--- config.mk ---
export PLATFORM = sky130hd
export DESIGN_NAME = rsa_modexp
export DESIGN_NICKNAME = d
export VERILOG_FILES = /design/src/rtl/rsa_modexp_pkg.sv /design/src/rtl/rsa_modexp_modmul_blakley.sv /design/src/rtl/rsa_modexp.sv
export SDC_FILE = /design/constraint.sdc
export NUM_CORES = 1
export LEC_CHECK = 0
export ABC_AREA = 0
export BUFFER_PORTS_ARGS = -buffer_cell sky130_fd_sc_hd__buf_2
export CELL_PAD_IN_SITES_DETAIL_PLACEMENT = 0
export CELL_PAD_IN_SITES_GLOBAL_PLACEMENT = 1
export CORE_AREA = 2 2 146 148
export DETAILED_ROUTE_END_ITERATION = 16
export DIE_AREA = 0 0 148 150
export HOLD_SLACK_MARGIN = 0.08
export PLACE_DENSITY_LB_ADDON = 0.2
export SKIP_LAST_GASP = 1
export SYNTH_ARGS = -nofsm -noshare
export SYNTH_HDL_FRONTEND = slang
export SYNTH_HIERARCHICAL = 1
export SYNTH_SLANG_ARGS = --single-unit
--- constraint.sdc ---
create_clock -name clk -period 19.1 [get_ports clk]
set_input_delay 3.82 -clock clk [delete_from_list [all_inputs] [get_ports clk]]
set_output_delay 3.82 -clock clk [all_outputs]
set_load 0.02 [all_outputs]
--- src/rtl/rsa_modexp_pkg.sv ---
// Shared definitions for the modular exponentiation engine: default widths,
// FSM state encoding and a latency helper used by benches.
package rsa_pkg;

  localparam int RSA_W     = 16;
  localparam int RSA_EXP_W = 16;

  typedef enum logic [2:0] {
    ST_IDLE,
    ST_CHECK,
    ST_REDUCE,
    ST_SQUARE,
    ST_MULT,
    ST_FINISH
  } modexp_state_t;

  // Cycles from the accepted start to the done pulse on the non-error path.
  function automatic int modexp_latency(input int w, input int exp_w,
                                        input int popcnt, input int const_time);
    int nOps;
    nOps = (const_time != 0) ? (1 + 2 * exp_w) : (1 + exp_w + popcnt);
    return 2 + (w + 2) * nOps;
  endfunction

endpackage

--- src/rtl/rsa_modexp_modmul_blakley.sv ---
// Blakley interleaved modular multiplier: one bit of a per cycle, MSB first,
// producing a*b mod n in W cycles after mm_start (requires b < n).
module modmul_blakley
  import rsa_pkg::*;
#(
  parameter int W = RSA_W
) (
  input  logic         clk,
  input  logic         rst_n,
  input  logic         mm_start,
  input  logic [W-1:0] a,
  input  logic [W-1:0] b,
  input  logic [W-1:0] n,
  output logic         mm_done,
  output logic [W-1:0] p
);

  localparam int CW = $clog2(W + 1);

  logic [W-1:0]  r_a;
  logic [W-1:0]  r_b;
  logic [W-1:0]  r_n;
  logic [W-1:0]  r_acc;
  logic [CW-1:0] r_cnt;
  logic          r_done;

  logic [W+1:0]  w_sum;
  logic [W+1:0]  w_sub1;
  logic [W-1:0]  w_next;

  // 2R + a_i*b stays below 3n, so two conditional subtractions reduce it fully.
  always_comb begin
    w_sum  = {1'b0, r_acc, 1'b0} + (r_a[W-1] ? {2'b00, r_b} : '0);
    w_sub1 = (w_sum >= {2'b00, r_n}) ? (w_sum - {2'b00, r_n}) : w_sum;
    w_next = W'((w_sub1 >= {2'b00, r_n}) ? (w_sub1 - {2'b00, r_n}) : w_sub1);
  end

  always_ff @(posedge clk) begin
    if (!rst_n) begin
      r_a    <= '0;
      r_b    <= '0;
      r_n    <= '0;
      r_acc  <= '0;
      r_cnt  <= '0;
      r_done <= 1'b0;
    end else begin
      r_done <= 1'b0;
      if (mm_start) begin
        r_a   <= a;
        r_b   <= b;
        r_n   <= n;
        r_acc <= '0;
        r_cnt <= CW'(W);
      end else if (r_cnt != '0) begin
        r_acc <= w_next;
        r_a   <= {r_a[W-2:0], 1'b0};
        r_cnt <= r_cnt - CW'(1);
        if (r_cnt == CW'(1)) r_done <= 1'b1;
      end
    end
  end

  assign mm_done = r_done;
  assign p       = r_acc;

endmodule

--- src/rtl/rsa_modexp.sv ---
// Left-to-right square-and-multiply engine computing base^exponent mod modulus
// on one shared Blakley multiplier, with optional constant-time bit handling.
module rsa_modexp
  import rsa_pkg::*;
#(
  parameter int W          = RSA_W,
  parameter int EXP_W      = RSA_EXP_W,
  parameter int CONST_TIME = 0
) (
  input  logic             clk,
  input  logic             rst_n,
  input  logic             start,
  input  logic [W-1:0]     base,
  input  logic [EXP_W-1:0] exponent,
  input  logic [W-1:0]     modulus,
  output logic             busy,
  output logic             done,
  output logic [W-1:0]     result,
  output logic             error
);

  localparam int CW = $clog2(EXP_W + 1);

  modexp_state_t    r_state;
  logic [W-1:0]     r_base;
  logic [W-1:0]     r_mod;
  logic [EXP_W-1:0] r_exp;
  logic [W-1:0]     r_acc;
  logic [W-1:0]     r_b;
  logic [CW-1:0]    r_bitsLeft;
  logic             r_mmStart;
  logic             r_busy;
  logic             r_done;
  logic [W-1:0]     r_result;
  logic             r_error;

  logic [W-1:0]     w_mmA;
  logic [W-1:0]     w_mmB;
  logic [W-1:0]     w_mmP;
  logic             w_mmDone;
  logic             w_bit;
  logic             w_lastBit;
  logic [W-1:0]     w_multAcc;

  assign w_bit     = r_exp[EXP_W-1];
  assign w_lastBit = (r_bitsLeft == CW'(1));
  assign w_multAcc = w_bit ? w_mmP : r_acc;

  // REDUCE multiplies by 1 so that any base, even >= n, becomes a legal b operand.
  always_comb begin
    w_mmA = r_acc;
    w_mmB = r_b;
    if (r_state == ST_REDUCE) begin
      w_mmA = r_base;
      w_mmB = W'(1);
    end else if (r_state == ST_SQUARE) begin
      w_mmB = r_acc;
    end
  end

  modmul_blakley #(.W(W)) u_mul (
    .clk      (clk),
    .rst_n    (rst_n),
    .mm_start (r_mmStart),
    .a        (w_mmA),
    .b        (w_mmB),
    .n        (r_mod),
    .mm_done  (w_mmDone),
    .p        (w_mmP)
  );

  always_ff @(posedge clk) begin
    if (!rst_n) begin
      r_state    <= ST_IDLE;
      r_base     <= '0;
      r_mod      <= '0;
      r_exp      <= '0;
      r_acc      <= '0;
      r_b        <= '0;
      r_bitsLeft <= '0;
      r_mmStart  <= 1'b0;
      r_busy     <= 1'b0;
      r_done     <= 1'b0;
      r_result   <= '0;
      r_error    <= 1'b0;
    end else begin
      r_mmStart <= 1'b0;
      r_done    <= 1'b0;
      case (r_state)
        ST_IDLE: begin
          if (start) begin
            r_base  <= base;
            r_mod   <= modulus;
            r_exp   <= exponent;
            r_busy  <= 1'b1;
            r_state <= ST_CHECK;
          end
        end
        ST_CHECK: begin
          if (r_mod < W'(2)) begin
            r_error  <= 1'b1;
            r_result <= '0;
            r_done   <= 1'b1;
            r_state  <= ST_FINISH;
          end else begin
            r_acc      <= W'(1);
            r_bitsLeft <= CW'(EXP_W);
            r_mmStart  <= 1'b1;
            r_state    <= ST_REDUCE;
          end
        end
        ST_REDUCE: begin
          if (w_mmDone) begin
            r_b       <= w_mmP;
            r_mmStart <= 1'b1;
            r_state   <= ST_SQUARE;
          end
        end
        ST_SQUARE: begin
          if (w_mmDone) begin
            r_acc <= w_mmP;
            if (w_bit || (CONST_TIME != 0)) begin
              r_mmStart <= 1'b1;
              r_state   <= ST_MULT;
            end else if (w_lastBit) begin
              r_result <= w_mmP;
              r_error  <= 1'b0;
              r_done   <= 1'b1;
              r_state  <= ST_FINISH;
            end else begin
              r_exp      <= r_exp << 1;
              r_bitsLeft <= r_bitsLeft - CW'(1);
              r_mmStart  <= 1'b1;
              r_state    <= ST_SQUARE;
            end
          end
        end
        // In constant-time mode a zero bit still multiplies; the product is dropped.
        ST_MULT: begin
          if (w_mmDone) begin
            r_acc <= w_multAcc;
            if (w_lastBit) begin
              r_result <= w_multAcc;
              r_error  <= 1'b0;
              r_done   <= 1'b1;
              r_state  <= ST_FINISH;
            end else begin
              r_exp      <= r_exp << 1;
              r_bitsLeft <= r_bitsLeft - CW'(1);
              r_mmStart  <= 1'b1;
              r_state    <= ST_SQUARE;
            end
          end
        end
        ST_FINISH: begin
          r_busy  <= 1'b0;
          r_state <= ST_IDLE;
        end
        default: r_state <= ST_IDLE;
      endcase
    end
  end

  assign busy   = r_busy;
  assign done   = r_done;
  assign result = r_result;
  assign error  = r_error;

endmodule

==> reports/metrics.yaml <==
io_pins: 70
relSlewSlack_pct: 28.5
ant_nets: 0
critPathSlowestCell: "dfxtp_1"
async_flop_share_pct: 0
reg2reg_setup_slack_ns: 11.37
ys_ff_latch: 178
critPathKind: "reg2reg"
cts_setup_buffers: 0
start_util_pct: 49.3
setup_slack_ns: 11.37
syn-num-nets: 1327
setup_viol: 0
ir_worst_vdd_v: 0.000123
syn_area_um2: 10200
clock_latency_ns: 0.43
dp_hpwl_um: 18100
fin_tns_setup_ns: 0
die_w_um: 148
cap_violations: 0
yosys_warnings: 6
cts_resized: 0
core_area_um2: 20700
numCtsBuffers: 17
post-place-ws_ns: 11.48
synth.area.top_cells: "dfxtp_1 (35%), a21oi_1 (7.2%), ha_1 (6.4%)"
grt_pass1_wl_um: 41700
whs_endpoint: "r_b[14]"
cts_root_buf: "clkbuf_16"
cp_top_family: "compound AO/OA/AOI/OAI gates"
htree_levels: 4
die_h_um: 150
via_per_inst: 5.63
cellPowerDensity_nw_per_um2: 185
syn_inst: 1221
skew_ns: 0.0174
hp-start: "r_b[14]"
drive_gt1_share_pct: 13.2
cts_tree: "yes"
first_iter_violations: 493
gr-usage-all-layers_pct: 23.2
cpMostUsedCell: "ha_1"
worst_slew_pin_slew_ns: 1.07
firstDrtPassIters: 5
arrival_ns: 8.07
antennaDiodeCount: 0
rows: 53
hold_viol: 0
ys.flop_type: "dfxtp_1"
post-synth-top-area-cell: "dfxtp_1"
area_growth_syn_to_layout_pct: 10.4
overflow: 0
slowest_delay_ns: 0.57
synth_most_common_cell: "dfxtp_1"
avgSynthCellArea_um2: 8.36
cts_buffer_depth: 2
min_path_type: "reg2reg"
antenna_found_initial: 0
ys_types: 77
leakage_uw: 0.00426
worst-path-buf-inv: 2
layout_min_cycle_time_ns: 7.73
whs_path_depth: 2
clock_sinks: 178
postCtsHoldBufs: 0
r2r_start: "u_mul/r_a[15]"
synth_edf_count: 0
nNetsFinal: 1352
hold_ws_ns: 0.455
cp_max_fo: 21
worstPathRequired_ns: 19.44
gp_congestion: 0.893
ff2ff_path_depth: 32
rsz0062_at_grt: "no"
postRouteWirelength_um: 25100
netlist.area_leader.share_pct: 34.9
path_clk_slew_ns: 0.08
grt_max_degree: 86
status: "complete, no violations"
port_buffers: 69
vias: 8636
cp-end-kind: "register"
synth_common_cells: "dfxtp_1 (178), nand2_1 (168), a21oi_1 (146), nor2_1 (73), nor2b_1 (55)"
dieArea_um2: 22200
start_kind: "register"
min_period_over_period_pct: 40.5
slew_viol_final: 0
yosysSeqAreaShare_pct: 34.9
grt_pass1_vias: 8182
max_freq_mhz: 129
drc: 0
nFillCells: 2037
wl_per_cell_um: 16.4
timing.rr.end: "u_mul/p[1]"
==> sequential cells by signal, indices dropped and copies added, names as in the netlist, 16 cells and up <==
register and count:
u_mul/r_a 16, r_exp 16, result 16, u_mul/r_n 16
r_mod 16, u_mul/r_b 16, u_mul/p 16, r_acc 16
r_b 16, r_base 16
==> through the flow <==
| step | util, % | instance area, um^2 | total power (uW) | instances |
|---|---|---|---|---|
| 2_1_floorplan | - | 10200 | 1480 | 1221 |
| 3_5_place_dp | 51.4 | 10600 | 1710 | 1502 |
| 3_3_place_gp | 51.4 | 10600 | 1700 | 1502 |
| 6_report | 54.5 | 11300 | 2080 | 1534 |
| 4_1_cts | 54.5 | 11300 | 2080 | 1534 |
| 5_1_grt | 54.5 | 11300 | 2260 | 1534 |
==> tightest hold or removal path, cell delays in order, from the launching register on <==
cell     delay [ns]
dfxtp_1        0.31
nand2_1        0.05
a21oi_1        0.05
==> worst max path at each step <==
stage	from	end	slack (ns)	cells past startpoint
2_1_floorplan	u_mul/r_a[15]	u_mul/p[15]	12.91	31
3_3_place_gp	u_mul/r_a[15]	u_mul/p[1]	11.73	32
3_5_place_dp	u_mul/r_a[15]	u_mul/p[1]	11.48	32
4_1_cts	u_mul/r_a[15]	u_mul/p[1]	11.41	32
5_1_grt	u_mul/r_a[15]	u_mul/p[1]	10.68	32
6_report	u_mul/r_a[15]	u_mul/p[1]	11.37	32
==> power by group <==
part           leakage [uW]  switching [uW]  internal [uW]  total (uW)
clock              0.000309             169            202         371
combinational       0.00250             671            522        1190
sequential          0.00145            76.3            444         520
==> area by class of cell <==
type	instances	area, um^2	area share [%]
clock buffer	17	425	3.78
clock inverter	15	205	1.82
inverter	31	116	1.03
multi-input combinational	939	6190	55.0
sequential	178	3560	31.6
tap	275	344	3.05
timing repair buffer	79	420	3.73
==> routing by layer <==
layer | vias to the layer above | share of wire [%] | GRT usage (%)
met1 | 4063 | 48 | 31.7
met5 | - | 0 | 0
met3 | 19 | 2.9 | 2.77
li1 | 4394 | - | -
met4 | 0 | 1.1 | 5.95
met2 | 160 | 48 | 39.2
==> cells in the final DEF (no fill, tap or decap), types with 11 or more instances in the layout <==
cell type and n:
o21ai_0 51, mux2_2 23, xnor2_1 32, a22oi_1 31
a211oi_1 40, nand2_1 168, buf_2 69, a21oi_1 146
a21o_1 11, a22o_1 16, and2_1 19, nor2b_1 55
ha_1 52, xor2_1 11, nor3_1 16, inv_1 30
mux2i_1 42, nor2_1 73, clkbuf_16 17, dfxtp_1 177
nand2b_1 14, o21a_1 13, nand3_1 12
==> cell families after synthesis <==
family / Yosys count / synth area share [%]
AO/OA/AOI/OAI: 360 / 22.6
XOR/XNOR: 43 / 3.69
flip-flops: 178 / 34.9
buffers and inverters: 104 / 4.51
multiplexers: 73 / 7.83
adder cells (fa/ha/maj): 55 / 6.96
AND/OR/NAND/NOR: 408 / 19.5
(Power assumes the default switching activity.)
